`src/rtl/ifft_butterfly_7.sv`:
```
// ifft_butterfly_7: pipelined radix-2 DIF butterfly for the inverse transform.
//   y0 = a + b, y1 = (a - b) * e^{+j*2*pi*k/16}, three register stages,
//   valid/ready handshake on both sides.
// Optional build macro IFFT_SCALE_EN: halve both outputs (floor) for bounded gain.
module ifft_butterfly_7 #(
    parameter int DW      = 12,
    parameter int TW_FRAC = 10
) (
    input  logic          clk,
    input  logic          rst_n,
    input  logic          in_valid,
    output logic          in_ready,
    input  logic [2:0]    index,
    input  logic [DW-1:0] a_real,
    input  logic [DW-1:0] a_img,
    input  logic [DW-1:0] b_real,
    input  logic [DW-1:0] b_img,
    output logic          out_valid,
    input  logic          out_ready,
    output logic [DW-1:0] y0_real,
    output logic [DW-1:0] y0_img,
    output logic [DW-1:0] y1_real,
    output logic [DW-1:0] y1_img
);

    localparam int TWW = TW_FRAC + 2;  // signed Q1.TW_FRAC, holds +/-1.0
    localparam int SW  = DW + 1;       // sum/difference width
    localparam int PW  = 2 * DW + 2;   // full product/accumulate width

    logic signed [TWW-1:0] cos_lut, sin_lut;

    logic                  v1, v2, v3;
    logic                  adv1, adv2, adv3;

    logic signed [DW-1:0]  s1_ar, s1_ai, s1_br, s1_bi;
    logic signed [TWW-1:0] s1_cos, s1_sin;

    logic signed [SW-1:0]  s2_sum_re, s2_sum_im, s2_dif_re, s2_dif_im;
    logic signed [TWW-1:0] s2_cos, s2_sin;

    logic signed [PW-1:0]  p_re, p_im;
    logic [DW-1:0]         y0r_n, y0i_n, y1r_n, y1i_n;
    logic                  unused_bits;

    // Inverse twiddle ROM: W = cos + j*sin for k = 0..7
    always_comb begin
        cos_lut = TWW'(1024);
        sin_lut = TWW'(0);
        case (index)
            3'd0: begin cos_lut = TWW'(1024);  sin_lut = TWW'(0);    end
            3'd1: begin cos_lut = TWW'(946);   sin_lut = TWW'(392);  end
            3'd2: begin cos_lut = TWW'(724);   sin_lut = TWW'(724);  end
            3'd3: begin cos_lut = TWW'(392);   sin_lut = TWW'(946);  end
            3'd4: begin cos_lut = TWW'(0);     sin_lut = TWW'(1024); end
            3'd5: begin cos_lut = TWW'(-392);  sin_lut = TWW'(946);  end
            3'd6: begin cos_lut = TWW'(-724);  sin_lut = TWW'(724);  end
            default: begin cos_lut = TWW'(-946); sin_lut = TWW'(392); end
        endcase
    end

    // Stage advance chain: a stage moves when empty or when the next one moves
    always_comb begin
        adv3     = !v3 || out_ready;
        adv2     = !v2 || adv3;
        adv1     = !v1 || adv2;
        in_ready = adv1;
    end

    // S1: capture inputs and twiddle on acceptance
    always_ff @(posedge clk or negedge rst_n) begin
        if (!rst_n) begin
            v1     <= 1'b0;
            s1_ar  <= '0;
            s1_ai  <= '0;
            s1_br  <= '0;
            s1_bi  <= '0;
            s1_cos <= '0;
            s1_sin <= '0;
        end else if (adv1) begin
            v1 <= in_valid;
            if (in_valid) begin
                s1_ar  <= a_real;
                s1_ai  <= a_img;
                s1_br  <= b_real;
                s1_bi  <= b_img;
                s1_cos <= cos_lut;
                s1_sin <= sin_lut;
            end
        end
    end

    // S2: sign-extended sum and difference, twiddle carried alongside
    always_ff @(posedge clk or negedge rst_n) begin
        if (!rst_n) begin
            v2        <= 1'b0;
            s2_sum_re <= '0;
            s2_sum_im <= '0;
            s2_dif_re <= '0;
            s2_dif_im <= '0;
            s2_cos    <= '0;
            s2_sin    <= '0;
        end else if (adv2) begin
            v2 <= v1;
            if (v1) begin
                s2_sum_re <= SW'(s1_ar) + SW'(s1_br);
                s2_sum_im <= SW'(s1_ai) + SW'(s1_bi);
                s2_dif_re <= SW'(s1_ar) - SW'(s1_br);
                s2_dif_im <= SW'(s1_ai) - SW'(s1_bi);
                s2_cos    <= s1_cos;
                s2_sin    <= s1_sin;
            end
        end
    end

    // Full-width complex multiply and output scaling (bit slices implement floor shifts)
    always_comb begin
        p_re = PW'(s2_dif_re) * PW'(s2_cos) - PW'(s2_dif_im) * PW'(s2_sin);
        p_im = PW'(s2_dif_re) * PW'(s2_sin) + PW'(s2_dif_im) * PW'(s2_cos);
`ifdef IFFT_SCALE_EN
        y0r_n = s2_sum_re[DW:1];
        y0i_n = s2_sum_im[DW:1];
        y1r_n = p_re[TW_FRAC+DW:TW_FRAC+1];
        y1i_n = p_im[TW_FRAC+DW:TW_FRAC+1];
`else
        y0r_n = s2_sum_re[DW-1:0];
        y0i_n = s2_sum_im[DW-1:0];
        y1r_n = p_re[TW_FRAC+DW-1:TW_FRAC];
        y1i_n = p_im[TW_FRAC+DW-1:TW_FRAC];
`endif
        unused_bits = ^{p_re, p_im, s2_sum_re, s2_sum_im};
    end

    // S3: output registers, held while downstream stalls
    always_ff @(posedge clk or negedge rst_n) begin
        if (!rst_n) begin
            v3      <= 1'b0;
            y0_real <= '0;
            y0_img  <= '0;
            y1_real <= '0;
            y1_img  <= '0;
        end else if (adv3) begin
            v3 <= v2;
            if (v2) begin
                y0_real <= y0r_n;
                y0_img  <= y0i_n;
                y1_real <= y1r_n;
                y1_img  <= y1i_n;
            end
        end
    end

    assign out_valid = v3;

endmodule

```
`config.mk`:
```
export PLATFORM = sky130hd
export DESIGN_NAME = ifft_butterfly_7
export DESIGN_NICKNAME = d
export VERILOG_FILES = /design/src/rtl/ifft_butterfly_7.sv
export SDC_FILE = /design/constraint.sdc
export NUM_CORES = 2
export LEC_CHECK = 0
export CORE_ASPECT_RATIO = 1.1
export CORE_UTILIZATION = 35
export CTS_CLUSTER_SIZE = 16
export DETAILED_ROUTE_END_ITERATION = 7
export PLACE_DENSITY_LB_ADDON = 0.2
export SETUP_SLACK_MARGIN = 0.4
export SYNTH_ARGS = -nofsm -noshare
export SYNTH_HDL_FRONTEND = slang
export SYNTH_SLANG_ARGS = --single-unit
```
`constraint.sdc`:
```
create_clock -name clk -period 8.89 [get_ports clk]
set_input_delay 1.778 -clock clk [delete_from_list [all_inputs] [get_ports clk]]
set_output_delay 1.778 -clock clk [all_outputs]
set_load 0.05 [all_outputs]
```
==> impl_metrics.prom <==
# TYPE chip_impl_metric gauge
chip_impl_metric{name="clkTransAtPathRegs",unit="ns"} 0.08
chip_impl_metric{name="critical_path_arrival",unit="ns"} 7.87
chip_impl_metric{name="global_routing_usage_summed_across_all_routing_layers",unit="%"} 19.2
chip_impl_metric{name="postLayoutCoreUtil",unit="%"} 38.9
chip_impl_metric{name="die_height",unit="µm"} 295
chip_impl_metric{name="postSynthAreaPerCell",unit="µm²"} 9.49
chip_impl_metric{name="synth_cell_types",unit=""} 53
chip_impl_metric{name="worst_slack",unit="ns"} 1.37
chip_impl_metric{name="placementRows",unit=""} 107
chip_impl_metric{name="cts-buffers-inserted",unit=""} 17
chip_impl_info{name="timing.hold.worst_endpoint",value="y1_real[5]"} 1
chip_impl_metric{name="clock_tree_buffer_depth",unit=""} 2
chip_impl_info{name="hold_path_startpoint",value="y1_real[5]"} 1
chip_impl_metric{name="multi_input_area",unit="µm²"} 19800
chip_impl_metric{name="portion_of_the_post_synthesis_area_used_by_sequential_elements",unit="%"} 16.5
chip_impl_info{name="worstPathCellList",value="and2_1, fa_1, fa_1, ha_1, inv_1, fa_1, fa_1, fa_1, fa_1, inv_1, ha_1, a2111oi_0, o31ai_1, a41oi_1, o21bai_1, nor4_2, o311ai_0, a31oi_1, xor2_1, o21ai_0"} 1
chip_impl_metric{name="drt-pass1-iter-count",unit=""} 5
chip_impl_info{name="min_path_type",value="register to register"} 1
chip_impl_metric{name="globalRoute.totalOverflow",unit=""} 0
chip_impl_metric{name="post-route-min-period",unit="ns"} 7.52
chip_impl_metric{name="cts_repair_resize_count",unit=""} 0
chip_impl_metric{name="timing.final.crit_share",unit="%"} 84.6
chip_impl_metric{name="mappedNetlistArea",unit="µm²"} 27400
chip_impl_metric{name="reg2reg_depth",unit=""} 20
chip_impl_metric{name="later_pin_clock_latency_in_the_skew_report",unit="ns"} 0.49
chip_impl_metric{name="number_of_buffer_cells_added_on_primary_ports",unit=""} 104
chip_impl_metric{name="max_cap_violations",unit=""} 0
chip_impl_metric{name="via_count_of_the_first_global_routing_pass",unit=""} 20400
chip_impl_metric{name="dp_hpwl",unit="µm"} 58300
chip_impl_metric{name="critical_path_buf_inv_count",unit=""} 2
chip_impl_info{name="cts_tree",value="built"} 1
chip_impl_metric{name="final_net_count",unit=""} 3744
chip_impl_metric{name="grt_antenna_before_repair",unit=""} 1
chip_impl_metric{name="synthesized_flop_and_latch_total",unit=""} 181
chip_impl_metric{name="maxClockFrequency",unit="MHz"} 133
chip_impl_metric{name="syn_nets",unit=""} 3707
chip_impl_metric{name="htree_levels",unit=""} 4
chip_impl_metric{name="antennaDiodeCount",unit=""} 0
chip_impl_metric{name="die_area",unit="µm²"} 79400
chip_impl_info{name="postSynth.topFlopCell",value="sky130_fd_sc_hd__dfrtp_1"} 1
chip_impl_metric{name="post_route_cells_drive_above_1_share",unit="%"} 4.06
chip_impl_info{name="critPathKind",value="register to register"} 1
chip_impl_metric{name="die_span_in_x",unit="µm"} 269
chip_impl_metric{name="setup_skew_after_layout",unit="ns"} 0.0185
chip_impl_info{name="crit-reg2reg-capture",value="y1_img[11]"} 1
chip_impl_metric{name="cts.hold.buffers_added",unit=""} 0
chip_impl_metric{name="place_congestion",unit=""} 0.860
chip_impl_info{name="run_status",value="completed"} 1
chip_impl_metric{name="io-pin-count",unit=""} 105
chip_impl_metric{name="rrSetupSlack",unit="ns"} 1.37
chip_impl_metric{name="syn_inst",unit=""} 2884
chip_impl_metric{name="synth-warning-count",unit=""} 0
chip_impl_info{name="timing.critical_path.to_type",value="register"} 1
chip_impl_metric{name="detail_route.drc_violations",unit=""} 0
chip_impl_metric{name="worst_tran_pin_value",unit="ns"} 1.16
chip_impl_metric{name="maximum_number_of_pins_on_one_net_before_global_route_repair",unit=""} 84
chip_impl_info{name="critPathMostFrequentCell",value="sky130_fd_sc_hd__fa_1"} 1
chip_impl_metric{name="ys_async_sr_fraction",unit="%"} 100
chip_impl_metric{name="setup_tns",unit="ns"} 0
chip_impl_metric{name="dr_total_vias",unit=""} 18400
chip_impl_info{name="startpoint_of_the_worst_slack_reg_to_reg_timing_path",value="s2_sin[5]"} 1
chip_impl_metric{name="fill_cells",unit=""} 7971
chip_impl_metric{name="finalSetupViolCount",unit=""} 0
chip_impl_metric{name="synthesis_to_layout_area_growth",unit="%"} 9.84
chip_impl_metric{name="worst-endpoint-required",unit="ns"} 9.24
chip_impl_info{name="path_delay_family",value="adder cells"} 1
chip_impl_info{name="ctsRootBufferMaster",value="sky130_fd_sc_hd__clkbuf_16"} 1
chip_impl_info{name="slowest_stage",value="sky130_fd_sc_hd__dfrtp_1"} 1
chip_impl_metric{name="fp.coreArea",unit="µm²"} 77400
chip_impl_info{name="setup_repair_after_global_routing_missed_its_margin",value="false"} 1
chip_impl_info{name="start_kind",value="register"} 1
chip_impl_metric{name="start_util",unit="%"} 35.4
chip_impl_metric{name="worst_hold_path.num_cells",unit=""} 2
chip_impl_metric{name="drt-total-wl",unit="µm"} 71300
chip_impl_metric{name="detail_route.wl_per_cell",unit="µm"} 18.0
chip_impl_metric{name="critical-path-max-stage-delay",unit="ns"} 1.12
chip_impl_metric{name="final_hold_violations",unit=""} 0
chip_impl_metric{name="area.sequential",unit="µm²"} 4530
chip_impl_metric{name="ant_nets",unit=""} 0
chip_impl_metric{name="grt_pass1_wl",unit="µm"} 115000
chip_impl_metric{name="vias_per_cell",unit=""} 4.63
chip_impl_metric{name="number_of_enable_type_register_cells_in_the_synthesized_netlist",unit=""} 0
chip_impl_metric{name="slew_headroom",unit="%"} 22.4
chip_impl_metric{name="setup_slack_at_placement",unit="ns"} 1.39
chip_impl_metric{name="postCtsSetupRepairBufs",unit=""} 0
chip_impl_metric{name="maxSlewViolCount",unit=""} 0
chip_impl_metric{name="tritoncts_num_sinks",unit=""} 181
chip_impl_metric{name="drt_iter0_markers",unit=""} 838
chip_impl_metric{name="critical_path.max_fanout",unit=""} 27
==> routing by layer <==
layer / up-vias / wire length (µm) / global-route usage (%)
met1: 9369 / 30000 / 24.3
met3: 60 / 2720 / 2.37
met5: - / 11 / 0
li1: 8604 / - / -
met4: 2 / 1650 / 5.40
met2: 326 / 37000 / 34.0
==> per-stage QoR <==
step	hold WS, ns	instances	instance area (µm²)
3_3_place_gp	0.454	3937	29500
3_5_place_dp	0.464	3937	29500
4_1_cts	0.485	3969	30100
2_1_floorplan	0.435	2884	27400
5_1_grt	0.500	3969	30100
6_report	0.479	3969	30100
==> Yosys cell counts (2+ instances only) <==
master / n / area, µm²
sky130_fd_sc_hd__a211oi_1: 2 / 15.0
sky130_fd_sc_hd__a211oi_2: 2 / 25.0
sky130_fd_sc_hd__a21o_1: 11 / 82.6
sky130_fd_sc_hd__a21oi_1: 40 / 200
sky130_fd_sc_hd__a31oi_1: 7 / 43.8
sky130_fd_sc_hd__a41oi_1: 4 / 35.0
sky130_fd_sc_hd__and2_1: 223 / 1400
sky130_fd_sc_hd__and3_1: 5 / 31.3
sky130_fd_sc_hd__buf_1: 2 / 7.51
sky130_fd_sc_hd__clkbuf_1: 110 / 413
sky130_fd_sc_hd__dfrtp_1: 181 / 4530
sky130_fd_sc_hd__fa_1: 505 / 10100
sky130_fd_sc_hd__ha_1: 263 / 3290
sky130_fd_sc_hd__inv_1: 710 / 2670
sky130_fd_sc_hd__mux2_2: 44 / 495
sky130_fd_sc_hd__nand2_1: 398 / 1490
sky130_fd_sc_hd__nand2b_1: 25 / 156
sky130_fd_sc_hd__nand3_1: 10 / 50.1
sky130_fd_sc_hd__nor2_1: 34 / 128
sky130_fd_sc_hd__nor2b_1: 12 / 75.1
sky130_fd_sc_hd__nor3_1: 6 / 30.0
sky130_fd_sc_hd__o2111ai_1: 2 / 17.5
sky130_fd_sc_hd__o211ai_1: 2 / 15.0
sky130_fd_sc_hd__o21a_1: 4 / 30.0
sky130_fd_sc_hd__o21ai_0: 110 / 551
sky130_fd_sc_hd__o21ai_1: 2 / 10.0
sky130_fd_sc_hd__o21ba_2: 2 / 20.0
sky130_fd_sc_hd__o21bai_1: 9 / 67.6
sky130_fd_sc_hd__o311a_1: 2 / 20.0
sky130_fd_sc_hd__o31ai_1: 15 / 113
sky130_fd_sc_hd__or2_2: 3 / 18.8
sky130_fd_sc_hd__or3_1: 5 / 31.3
sky130_fd_sc_hd__xnor2_1: 87 / 762
sky130_fd_sc_hd__xor2_1: 28 / 245
==> worst min-delay path, delay by kind of cell, from the launching register on <==
kind / cells / cell delay, ns
AND/OR/NAND/NOR: 1 / 0.04
flip-flops: 1 / 0.34
AO/OA/AOI/OAI: 1 / 0.06
==> flip-flops by register name, indices dropped and copies added (netlist names) <==
register	cells
s1_ai	12
s2_cos	10
y0_img	12
out_valid	1
s2_sin	7
s1_cos	10
v1	1
s1_sin	7
y0_real	12
s2_dif_re	12
y1_real	12
y1_img	12
s1_bi	12
v2	1
s2_sum_im	12
s1_br	12
s2_sum_re	12
s1_ar	12
s2_dif_im	12
==> how the worst max path moves through the flow <==
stage	startpoint	endpoint	slack [ns]	cells after the start
CTS	s2_sin[5]	y1_img[11]	1.37	20
finish	s2_sin[5]	y1_img[11]	1.37	20
detailed placement	s2_sin[5]	y1_img[11]	1.39	20
global placement	s2_sin[5]	y1_img[11]	1.50	20
global route	s2_sin[5]	y1_img[11]	0.89	20
floorplan	s2_cos[9]	y1_real[10]	2.43	23
==> cells in the final DEF, fill, tap and decap left out, types with 9 or more instances in the layout <==
cell type and count:
sky130_fd_sc_hd__a21o_1 11, sky130_fd_sc_hd__a21oi_1 40, sky130_fd_sc_hd__and2_1 222, sky130_fd_sc_hd__buf_4 26, sky130_fd_sc_hd__clkbuf_16 17, sky130_fd_sc_hd__clkdlybuf4s50_1 103
sky130_fd_sc_hd__dfrtp_1 181, sky130_fd_sc_hd__fa_1 505, sky130_fd_sc_hd__ha_1 263, sky130_fd_sc_hd__inv_1 710, sky130_fd_sc_hd__mux2_2 44, sky130_fd_sc_hd__nand2_1 396
sky130_fd_sc_hd__nand2b_1 25, sky130_fd_sc_hd__nand3_1 10, sky130_fd_sc_hd__nor2_1 34, sky130_fd_sc_hd__nor2b_1 12, sky130_fd_sc_hd__o21ai_0 110, sky130_fd_sc_hd__o21bai_1 9
sky130_fd_sc_hd__o31ai_1 15, sky130_fd_sc_hd__xnor2_1 87, sky130_fd_sc_hd__xor2_1 28
==> final cells by class <==
class	instances	share of cell area, %
multi-input cells	1881	65.8
clock inverters	15	0.462
inverters	710	8.86
flip-flops and latches	181	15.1
well taps	1035	4.31
repair buffers	130	4.12
clock buffers	17	1.41
==> cell families (layout without fill, tap and decap cells) <==
kind of cell / count (synthesis) / in the layout / share of synthesized area (%)
fa+ha+maj: 768 / 768 / 48.9
compound gates: 230 / 230 / 5.20
flops: 181 / 181 / 16.5
mux: 44 / 44 / 1.81
xor+xnor: 115 / 115 / 3.68
simple gates: 724 / 724 / 12.6
buf+inv: 822 / 872 / 11.3
Power is not shown: default switching activity piles up to over one toggle a cycle in this logic, so the estimate is an artifact.
